`src/rtl/cdb_arbiter.sv`:
```
// Common data bus arbiter.
// Each of the ADD, MUL and BRANCH units hands a finished result to its own
// holding register. One pending result per cycle is granted round-robin and
// broadcast on a registered CDB that every reservation station snoops.
// A flush drops every result that has not been broadcast yet.
module cdb_arbiter #(
  parameter int N_SRC  = 3,
  parameter int TAG_W  = 3,
  parameter int DATA_W = 32
) (
  input  logic                      clk,
  input  logic                      rst,
  input  logic                      flush,
  input  logic [N_SRC-1:0]          req_valid,
  input  logic [N_SRC*TAG_W-1:0]    req_tag,
  input  logic [N_SRC*DATA_W-1:0]   req_value,
  output logic [N_SRC-1:0]          req_ready,
  output logic                      cdb_valid,
  output logic [1:0]                cdb_src,
  output logic [TAG_W-1:0]          cdb_tag,
  output logic [DATA_W-1:0]         cdb_value,
  output logic [N_SRC-1:0]          pend
);

  localparam int PTR_W = (N_SRC > 1) ? $clog2(N_SRC) : 1;

  logic [N_SRC-1:0]  pend_q, pend_d;
  logic [PTR_W-1:0]  rr_ptr_q, rr_ptr_d;
  logic              cdb_valid_q, cdb_valid_d;
  logic [1:0]        cdb_src_q, cdb_src_d;
  logic [TAG_W-1:0]  cdb_tag_q, cdb_tag_d;
  logic [DATA_W-1:0] cdb_value_q, cdb_value_d;

  logic [TAG_W-1:0]  hold_tag_q [N_SRC];
  logic [TAG_W-1:0]  hold_tag_d [N_SRC];
  logic [DATA_W-1:0] hold_val_q [N_SRC];
  logic [DATA_W-1:0] hold_val_d [N_SRC];

  logic [N_SRC-1:0]  grant_rr;
  logic [N_SRC-1:0]  grant;
  logic [PTR_W-1:0]  gnt_idx;
  logic              gnt_any;
  logic [N_SRC-1:0]  accept;

  // Round-robin search over occupied holding registers, starting at rr_ptr.
  always_comb begin
    int idx;
    idx      = 0;
    grant_rr = '0;
    gnt_idx  = '0;
    gnt_any  = 1'b0;
    for (int off = 0; off < N_SRC; off++) begin
      idx = int'(rr_ptr_q) + off;
      if (idx >= N_SRC) idx = idx - N_SRC;
      if (!gnt_any && pend_q[idx]) begin
        gnt_any       = 1'b1;
        gnt_idx       = PTR_W'(idx);
        grant_rr[idx] = 1'b1;
      end
    end
  end

  // Flush blocks both granting and accepting for that cycle; a granted
  // source may refill in the same cycle so each unit sustains one per cycle.
  always_comb begin
    grant     = flush ? '0 : grant_rr;
    req_ready = flush ? '0 : (~pend_q | grant);
    accept    = req_valid & req_ready;
  end

  // Next-state for occupancy, holding registers, round-robin pointer and CDB.
  always_comb begin
    pend_d      = (pend_q & ~grant) | accept;
    hold_tag_d  = hold_tag_q;
    hold_val_d  = hold_val_q;
    rr_ptr_d    = rr_ptr_q;
    cdb_valid_d = 1'b0;
    cdb_src_d   = cdb_src_q;
    cdb_tag_d   = cdb_tag_q;
    cdb_value_d = cdb_value_q;

    for (int i = 0; i < N_SRC; i++) begin
      if (accept[i]) begin
        hold_tag_d[i] = req_tag[i*TAG_W +: TAG_W];
        hold_val_d[i] = req_value[i*DATA_W +: DATA_W];
      end
    end

    if (flush) begin
      pend_d   = '0;
      rr_ptr_d = '0;
    end else if (gnt_any) begin
      // The broadcast takes the old hold contents even if a refill lands now.
      cdb_valid_d = 1'b1;
      cdb_src_d   = 2'(gnt_idx);
      cdb_tag_d   = hold_tag_q[gnt_idx];
      cdb_value_d = hold_val_q[gnt_idx];
      rr_ptr_d    = (gnt_idx == PTR_W'(N_SRC - 1)) ? '0 : gnt_idx + PTR_W'(1);
    end
  end

  // Control and broadcast state with asynchronous clear.
  always_ff @(posedge clk or posedge rst) begin
    if (rst) begin
      pend_q      <= '0;
      rr_ptr_q    <= '0;
      cdb_valid_q <= 1'b0;
      cdb_src_q   <= '0;
      cdb_tag_q   <= '0;
      cdb_value_q <= '0;
    end else begin
      pend_q      <= pend_d;
      rr_ptr_q    <= rr_ptr_d;
      cdb_valid_q <= cdb_valid_d;
      cdb_src_q   <= cdb_src_d;
      cdb_tag_q   <= cdb_tag_d;
      cdb_value_q <= cdb_value_d;
    end
  end

  // Holding registers are plain data; pend qualifies their contents.
  always_ff @(posedge clk) begin
    hold_tag_q <= hold_tag_d;
    hold_val_q <= hold_val_d;
  end

  assign cdb_valid = cdb_valid_q;
  assign cdb_src   = cdb_src_q;
  assign cdb_tag   = cdb_tag_q;
  assign cdb_value = cdb_value_q;
  assign pend      = pend_q;

endmodule

```
`config.mk`:
```
export PLATFORM = sky130hd
export DESIGN_NAME = cdb_arbiter
export DESIGN_NICKNAME = d
export VERILOG_FILES = /design/src/rtl/cdb_arbiter.sv
export SDC_FILE = /design/constraint.sdc
export NUM_CORES = 1
export LEC_CHECK = 0
export ABC_AREA = 1
export ABC_CLOCK_PERIOD_IN_PS = 10600
export BUFFER_PORTS_ARGS = -buffer_cell sky130_fd_sc_hd__buf_2
export CAP_MARGIN = 0
export CORE_MARGIN = 8
export CORE_UTILIZATION = 57
export CTS_CLUSTER_DIAMETER = 80
export DETAILED_ROUTE_END_ITERATION = 16
export PLACE_DENSITY_LB_ADDON = 0.12
export SLEW_MARGIN = 20
export SYNTH_ARGS = -nofsm -noshare
export SYNTH_HDL_FRONTEND = slang
export SYNTH_SLANG_ARGS = --single-unit
export TNS_END_PERCENT = 10
```
`constraint.sdc`:
```
create_clock -name clk -period 10.6 [get_ports clk]
set_input_delay 2.12 -clock clk [delete_from_list [all_inputs] [get_ports clk]]
set_output_delay 2.12 -clock clk [all_outputs]
set_load 0.03 [all_outputs]
```
# Yosys cells after proc, flatten, opt, wreduce, memory -nomap -nowiden
# Index checks and enable logic that the tools add are counted.
dict set report totals {
  reg_bits 148
}
dict set report op_classes {
  n_addsub 6
  magnitude_cmp 10
  eq_ne 1
  n_mux 41
  n_bitwise 10
  n_reduce_logical 9
}
# cell count
set ops {}
lappend ops {{two-way mux 32 bit} 5}
lappend ops {{>= comparator 32 x 1 -> 1 bit (second input constant)} 3}
lappend ops {{less-than comparator 32 x 4 -> 1 bit (second input constant)} 3}
lappend ops {{binary-select mux 32 bit (select 2 bit)} 1}
lappend ops {{two-way mux 3 bit} 8}
lappend ops {{two-way mux 1 bit} 14}
lappend ops {{two-way mux 2 bit} 6}
lappend ops {{bitwise OR 3 bit} 4}
lappend ops {{subtractor 3 x 2 -> 4 bit (second input constant)} 2}
lappend ops {{bitwise AND 3 bit} 2}
lappend ops {{binary-select mux 1 bit (select 2 bit)} 3}
lappend ops {{binary-select mux 3 bit (select 2 bit)} 1}
lappend ops {{demux 1 bit (select 2 bit)} 3}
lappend ops {{>= comparator 3 x 2 -> 1 bit (second input constant)} 2}
lappend ops {{inverter 3 bit} 2}
lappend ops {{logical AND 1 bit} 5}
lappend ops {{adder 2 x 1 -> 3 bit (second input constant)} 1}
lappend ops {{adder 2 x 2 -> 3 bit (second input constant)} 1}
lappend ops {{>= comparator 3 bit (second input constant)} 1}
lappend ops {{inverter 2 -> 3 bit} 1}
lappend ops {{subtractor 2 x 2 -> 3 bit (second input constant)} 1}
lappend ops {{adder 2 x 1 -> 2 bit (second input constant)} 1}
lappend ops {{equality test 2 bit (second input constant)} 1}
lappend ops {{>= comparator 2 bit (second input constant)} 1}
lappend ops {{other kinds (4)} 5}

# Depth between registers and ports, before layout
# Gate-level depths: netlist (run 1).
dict set report depth {
  ltp_word 18
  ltp_mapped 15
}

# Worst setup path before layout (run 1)
# No wires, ideal clock.
dict set report synth_timing {
  path_kind {input-to-reg}
  startpoint {input port flush}
  endpoint {register hold_tag_q[3] in the netlist's numbering (enable)}
  t_arrival_ns 4.819
  setup_slack_ns 5.310
  cell_stages 3
  path_buffers 0
  cell_sequence {inv_1 a21oi_1 nor3_1}
}
dict set report synth_between {
  elab_chain_cells 4
}
# element line_no
set synth_lines {}
lappend synth_lines {{from (decl)} 13} ;# input logic flush,
lappend synth_lines {{two-way mux 3 bit} 66} ;# grant = flush ? '0 : grant_rr;
lappend synth_lines {{bitwise OR 3 bit} 67} ;# req_ready = flush ? '0 : (~pend_q | grant);
lappend synth_lines {{two-way mux 3 bit (*)} 67}
lappend synth_lines {{bitwise AND 3 bit (*)} 68} ;# accept = req_valid & req_ready;
lappend synth_lines {{named net accept[1]} 43} ;# logic [N_SRC-1:0] accept;
lappend synth_lines {{to (signal assigned)} 123} ;# hold_tag_q <= hold_tag_d;
lappend synth_lines {{to (decl)} 34} ;# logic [TAG_W-1:0] hold_tag_q [N_SRC];
# The timed path passes the listed nets; every way through them passes the cells marked *.
# A chain may end at the register's enable or synchronous reset.

# Worst setup path in the final report (run 1)
dict set report layout_timing {
  startpoint {input port flush}
  endpoint {output port req_ready[0]}
}
dict set report layout_between {
  elab_chain_cells 3
}
# element line_no
set layout_lines {}
lappend layout_lines {{two-way mux 3 bit} 66}
lappend layout_lines {{bitwise OR 3 bit} 67}
lappend layout_lines {{two-way mux 3 bit (*)} 67}
lappend layout_lines {{to (decl)} 17} ;# output logic [N_SRC-1:0] req_ready,
# Mark *: on every way between the ends. The rest lies on a longest branch, timed or not.

==> results of run 1 <==
## worst register-to-register path, stage by stage (launching register included)
cell	delay (ps)
dfrtp_1	370
inv_1	80
ha_1	420
inv_2	70
nand2_1	80
nand2_1	90
nand3_4	120
nand4_1	190
nand2_1	120
nand2_1	50
nand2_1	80
nand2_1	110
nor2_4	830
## flip-flops by register name, summed over array words and instances, names as in the netlist
register	cells
cdb_tag	3
cdb_src	2
pend	3
rr_ptr_q	2
cdb_value	32
hold_tag_q	9
hold_val_q	96
cdb_valid	1
## cells in the mapped netlist
cell / n / area [um^2]
nand2_1: 134 / 503
nand2_2: 2 / 12.5
nand3_1: 43 / 215
nand4_1: 2 / 12.5
nor3_1: 1 / 5.00
buf_6: 4 / 45.0
nor3_2: 1 / 10.0
a31oi_1: 1 / 6.26
dfrtp_1: 43 / 1080
nand3_4: 1 / 17.5
a31oi_2: 1 / 12.5
buf_2: 10 / 50.1
ha_1: 4 / 50.1
nand3b_1: 6 / 45.0
inv_1: 24 / 90.1
o21ai_2: 1 / 8.76
nor2_1: 48 / 180
o21bai_1: 1 / 7.51
o21ai_1: 1 / 5.00
buf_4: 5 / 37.5
a21oi_1: 52 / 260
nand2_8: 1 / 20.0
nand4_4: 1 / 21.3
nand3_2: 3 / 30.0
inv_4: 1 / 6.26
edfxtp_1: 105 / 3150
or2_2: 1 / 6.26
o21ai_0: 3 / 15.0
nand2_4: 3 / 33.8
inv_2: 5 / 18.8
## power breakdown
| group | switching (mW) | internal, mW |
|---|---|---|
| clock | 0.229 | 0.325 |
| combinational | 0.688 | 0.272 |
| sequential | 0.0559 | 0.738 |
## worst min-delay path by stage
stage / from / endpoint / cells past startpoint
after global routing: hold_val_q[55] / cdb_value[23] / 2
after detailed placement: hold_val_q[62] / cdb_value[30] / 2
after CTS: hold_val_q[87] / cdb_value[23] / 2
final: hold_val_q[55] / cdb_value[23] / 2
after floorplan: hold_tag_q[7] / cdb_tag[1] / 2
after global placement: hold_tag_q[7] / cdb_tag[1] / 2
## cell families after synthesis
group	Yosys count
flip-flops	148
buffers and inverters	49
adder cells (fa/ha/maj)	4
AND/OR/NAND/NOR	247
AO/OA/AOI/OAI	60
## routing by layer
layer  track usage (%)  vias up  routed length, um
li1                  -     2046                  -
met1              26.2     2037               5960
met2              35.6      197               7470
met3              6.62       13               1200
met4              8.25        0                126
met5                 0        -                  0
## cell type report
type | instances | area, um^2 | area share, %
clock buffers | 22 | 453 | 6.14
multi-input cells | 311 | 1500 | 20.3
repair buffers | 156 | 806 | 10.9
diodes | 2 | 5.00 | 0.0679
inverters | 30 | 115 | 1.56
flip-flops and latches | 148 | 4230 | 57.3
well taps | 136 | 170 | 2.31
clock inverters | 10 | 98.8 | 1.34
==> results.py, run 1 <==
metrics = {
    "status": {
        "outcome": "finished clean",
    },
    "timing": {
        "worst_slack_ps": 5390,
        "worst-slew-pin-transition_ps": 1080,
        "rsz0062_at_grt": "false",
        "hold_ws_ps": 463,
        "drv_slew": 0,
        "setup_viol": 0,
        "max_freq_ghz": 0.192,
        "final-hold-violation-count": 0,
        "finClkSkew_ps": 8.75,
        "slew_headroom_pct": 27.7,
        "finalCritPeriodShare_pct": 49.2,
        "period_minus_slack_ps": 5210,
        "tns_ps": 0,
    },
    "critical_path": {
        "crit_slowest_cell": "inv_1",
        "path_cells": "buf_2 -> inv_1 -> o21ai_0 -> nand2_1 -> nand2_1 -> inv_1 -> buf_2",
        "worstPathMaxFanout": 7,
        "crit_end": "req_ready[0]",
        "rrSetupSlack_ps": 7570,
        "cp.required_ps": 8480,
        "end_kind": "primary output",
        "cp.arrival_ps": 3090,
        "cpPeakStageDelay_ps": 200,
        "path_class": "in2out",
        "r2r-start": "rr_ptr_q[0]",
        "path_buf_inv": 4,
        "crit_family": "buffers and inverters",
        "cp.depth": 7,
        "critPathLaunch": "flush",
        "reg2regPathDepth": 12,
        "r2r_end": "hold_val_q[18]",
        "start_kind": "primary input",
    },
    "pwr": {
        "powerDensity_nw_per_um2": 313,
        "power_mw": 2.31,
        "p_leak_nw": 3.26,
        "vdd_drop_max_mv": 0.190,
    },
    "die": {
        "core_area_um2": 10200,
        "start_util_pct": 58.2,
        "die-area_um2": 14000,
        "ios": 155,
        "die_x_um": 118,
        "die_h_um": 118,
        "rows": 37,
    },
    "synthesis": {
        "synth_fp_nets": 623,
        "synth_compound_area_share_pct": 5.30,
        "synthMuxAreaShare_pct": 0,
        "synth_top_family_by_area": "simple AND/OR/NAND/NOR gates",
        "postSynthAreaPerCell_um2": 11.7,
        "syn_area_um2": 5950,
        "seq_area_frac_synth_pct": 71.0,
        "yosysWarningCount": 0,
        "synth_cell_types": 30,
        "synth-seq-cells": 148,
        "synth_simple_gate_area_share_pct": 18.7,
        "synthXorXnorAreaFrac_pct": 0,
        "syn_inst": 508,
        "synth_fa_ha_area_share_pct": 0.841,
    },
    "detailed_routing": {
        "drc": 0,
        "antenna_left": 0,
        "drt-wirelength-per-cell_um": 18.1,
        "route.vias.total": 4293,
        "drt_iter0_drc": 376,
        "routed_via_density": 5.27,
        "drtPass1Iterations": 5,
        "routed_wl_mm": 14.8,
    },
    "finish": {
        "mostFrequentLayoutCells": "buf_2, nand2_1, edfxtp_1",
        "final_util_pct": 72.1,
        "area_growth_pct": 23.8,
        "final_common_cell": "buf_2",
        "stdcell_area_um2": 7370,
        "fill_cells": 743,
        "drive_above_1_share_pct": 31.0,
        "fin_nets": 779,
        "instances_no_fill": 815,
    },
    "clocking": {
        "htree_levels": 4,
        "clk_transition_reported_paths_ps": 60,
        "post_cts.repair.setup_buffers": 0,
        "clock_sinks": 148,
        "cts-root-buf": "clkbuf_8",
        "cts_resized": 0,
        "cts_tree": "yes",
        "numCtsBuffers": 17,
        "clock_path_buffers": 2,
        "clock_latency_ps": 520,
        "hold_buffers": 0,
    },
    "place": {
        "port_buffers": 154,
        "place_area_um2": 6790,
        "dp_slack_ps": 5410,
        "gp_congestion": 0.846,
        "hpwlAfterDp_mm": 9.39,
        "placedCellCount": 780,
    },
    "grt": {
        "grt-ovfl-total": 0,
        "antenna_found_initial": 2,
        "grt_pass1_wl_mm": 23.5,
        "grt_pass1_vias": 4656,
        "grtUsageTotal_pct": 21.6,
        "grt_max_degree": 44,
    },
    "flow_run": {
        "max-cap-violations": 0,
    },
    "hold_path": {
        "hp-class": "reg2reg",
    },
}
No activity file was read; power rests on OpenSTA's default activity.
==> run 2: changes to the inputs <==
--- a/config.mk
+++ b/config.mk
@@ -6,11 +6,11 @@
 export NUM_CORES = 1
 export LEC_CHECK = 0
 export ABC_AREA = 1
-export ABC_CLOCK_PERIOD_IN_PS = 10600
+export ABC_CLOCK_PERIOD_IN_PS = 4610
 export BUFFER_PORTS_ARGS = -buffer_cell sky130_fd_sc_hd__buf_2
 export CAP_MARGIN = 0
 export CORE_MARGIN = 8
-export CORE_UTILIZATION = 57
+export CORE_UTILIZATION = 47
 export CTS_CLUSTER_DIAMETER = 80
 export DETAILED_ROUTE_END_ITERATION = 16
 export PLACE_DENSITY_LB_ADDON = 0.12
==> constraint.sdc (replaced) <==
create_clock -name clk -period 4.61 [get_ports clk]
set_input_delay 0.922 -clock clk [delete_from_list [all_inputs] [get_ports clk]]
set_output_delay 0.922 -clock clk [all_outputs]
set_load 0.03 [all_outputs]
==> run 2 against run 1 <==
Effect of this change:
- clock skew rose by 6.6 ps
- clock power is 120% higher
- register-to-register slack worse by 6000 ps
- cell count grew 4.3%
- critical path type is now reg2out
- critical endpoint is now req_ready[1]
- largest cell class unchanged
- highest routed layer unchanged
==> results.py, run 2 (synthesis results as in run 1) <==
metrics = {
    "status": {
        "outcome": "finished clean",
    },
    "pwr": {
        "p_sw_share_pct": 41.9,
        "p_seq_share_pct": 34.4,
        "internal-power_mw": 3.05,
        "p_leak_nw": 3.24,
        "power_frac_comb_pct": 42.4,
        "powerDensity_nw_per_um2": 710,
        "vdd_drop_max_mv": 0.321,
        "clockPowerShare_pct": 23.2,
        "p_sw_mw": 2.20,
    },
    "detailed_routing": {
        "routed_via_density": 5.01,
        "route.vias.total": 4260,
        "drtPass1Iterations": 4,
        "antenna_left": 0,
        "drt-wirelength-per-cell_um": 17.5,
        "drc": 0,
        "drt_iter0_drc": 335,
        "routed_wl_mm": 14.9,
    },
    "hold_path": {
        "hp-class": "reg2reg",
    },
    "place": {
        "place_area_um2": 6840,
        "port_buffers": 154,
        "hpwlAfterDp_mm": 9.53,
        "gp_congestion": 0.862,
    },
    "clocking": {
        "cts_resized": 0,
        "clock_sinks": 148,
        "htree_levels": 4,
        "clock_path_buffers": 2,
        "numCtsBuffers": 17,
        "cts_tree": "yes",
        "clock_latency_ps": 420,
        "clk_transition_reported_paths_ps": 60,
        "hold_buffers": 0,
        "post_cts.repair.setup_buffers": 0,
        "cts-root-buf": "clkbuf_16",
    },
    "critical_path": {
        "cpPeakStageDelay_ps": 460,
        "path_class": "reg2out",
        "end_kind": "primary output",
        "worstPathMaxFanout": 26,
        "cp.required_ps": 3690,
        "path_cells": "inv_1 -> ha_1 -> inv_2 -> nand2_1 -> nand2_1 -> nand3_4 -> nand4_4 -> nand3_1 -> a21oi_1 -> nor2_1 -> buf_2",
        "start_kind": "flop",
        "cp.arrival_ps": 2740,
        "cp_common_cell": "nand2_1",
        "crit_slowest_cell": "nand4_4",
    },
    "grt": {
        "grt_max_degree": 44,
        "grt-busiest-layer": "met2",
        "grtUsageMet3_pct": 5.46,
        "grt_pass1_vias": 4472,
        "grtUsageTotal_pct": 18.7,
        "grt-ovfl-total": 0,
        "globalRouteMet1Util_pct": 22.4,
        "grt_pass1_wl_mm": 23.2,
        "grt_use_met2_pct": 31.5,
        "antenna_found_initial": 0,
    },
    "timing": {
        "rsz0062_at_grt": "false",
        "final-hold-violation-count": 0,
        "tns_ps": 0,
        "setup_viol": 0,
        "slew_headroom_pct": 41.9,
        "drv_slew": 0,
        "worst-slew-pin-transition_ps": 868,
        "finalCritPeriodShare_pct": 79.5,
        "max_freq_ghz": 0.273,
        "period_minus_slack_ps": 3670,
        "finClkSkew_ps": 15.4,
    },
    "die": {
        "rows": 41,
        "die-area_um2": 16500,
        "core_area_um2": 12500,
        "die_h_um": 129,
        "die_x_um": 129,
        "ios": 155,
        "start_util_pct": 47.6,
    },
    "finish": {
        "drive_above_1_share_pct": 30.4,
        "n_antenna_cell": 0,
        "largest_reg_flops": 96,
        "fill_cells": 1082,
        "fin_nets": 780,
        "stdcell_area_um2": 7390,
        "mostFrequentLayoutCells": "buf_2, nand2_1, edfxtp_1",
        "area_growth_pct": 24.2,
        "final_common_cell": "buf_2",
        "regMostFlops": "hold_val_q",
    },
    "flow_run": {
        "max-cap-violations": 0,
    },
}
-- run 2: per-stage QoR --
step	hold slack [ps]	std cells	util (%)	total power, mW	setup slack, ps
after global routing	486	850	59.1	5.59	720
after global placement	444	817	54.7	4.01	1470
after floorplan	440	508	-	3.53	238
after CTS	465	849	58.8	5.29	931
after detailed placement	452	817	54.7	4.06	1390
final	461	850	59.1	5.25	945
-- run 2: critical path, delay by kind of cell (launching register included) --
family | cells | cell delay [ps]
buffers and inverters | 3 | 360
AO/OA/AOI/OAI | 1 | 130
AND/OR/NAND/NOR | 6 | 1050
flip-flops | 1 | 380
adder cells (fa/ha/maj) | 1 | 420
-- run 2: final timing paths --
path / endpoint / slack (ps) / depth (start not counted) / start
min: cdb_value[13] / 460 / 2 / hold_val_q[45]
min in group asynchronous: cdb_value[31] / 650 / 2 / rst
max reg2reg: hold_val_q[11] / 1530 / 13 / rr_ptr_q[0]
max: req_ready[1] / 940 / 11 / rr_ptr_q[0]
max in group asynchronous: cdb_value[9] / 3440 / 2 / rst
min reg2reg: cdb_value[13] / 460 / 2 / hold_val_q[45]
-- run 2: routing by layer --
metal | vias to the layer above | wire, um
met2 | 158 | 7580
li1 | 2041 | -
met1 | 2044 | 6020
met4 | 0 | 184
met3 | 17 | 1090
met5 | - | 0
-- run 2: cell type report --
| cell class | count | area, um^2 | share of cell area, % |
|---|---|---|---|
| Timing Repair Buffer | 157 | 813 | 11.0 |
| Sequential cell | 148 | 4230 | 57.2 |
| Multi-Input combinational cell | 311 | 1500 | 20.3 |
| Clock inverter | 4 | 25.0 | 0.338 |
| Tap cell | 172 | 215 | 2.91 |
| Clock buffer | 28 | 497 | 6.72 |
| Inverter | 30 | 116 | 1.57 |
-- run 2: power groups by stage --
stage	Clock (mW)	Sequential (mW)	Combinational [mW]
2_1_floorplan	0	2.15	1.37
3_3_place_gp	0	1.83	2.18
3_5_place_dp	0	1.83	2.23
4_1_cts	1.24	1.81	2.25
5_1_grt	1.29	1.83	2.46
6_report	1.22	1.80	2.23
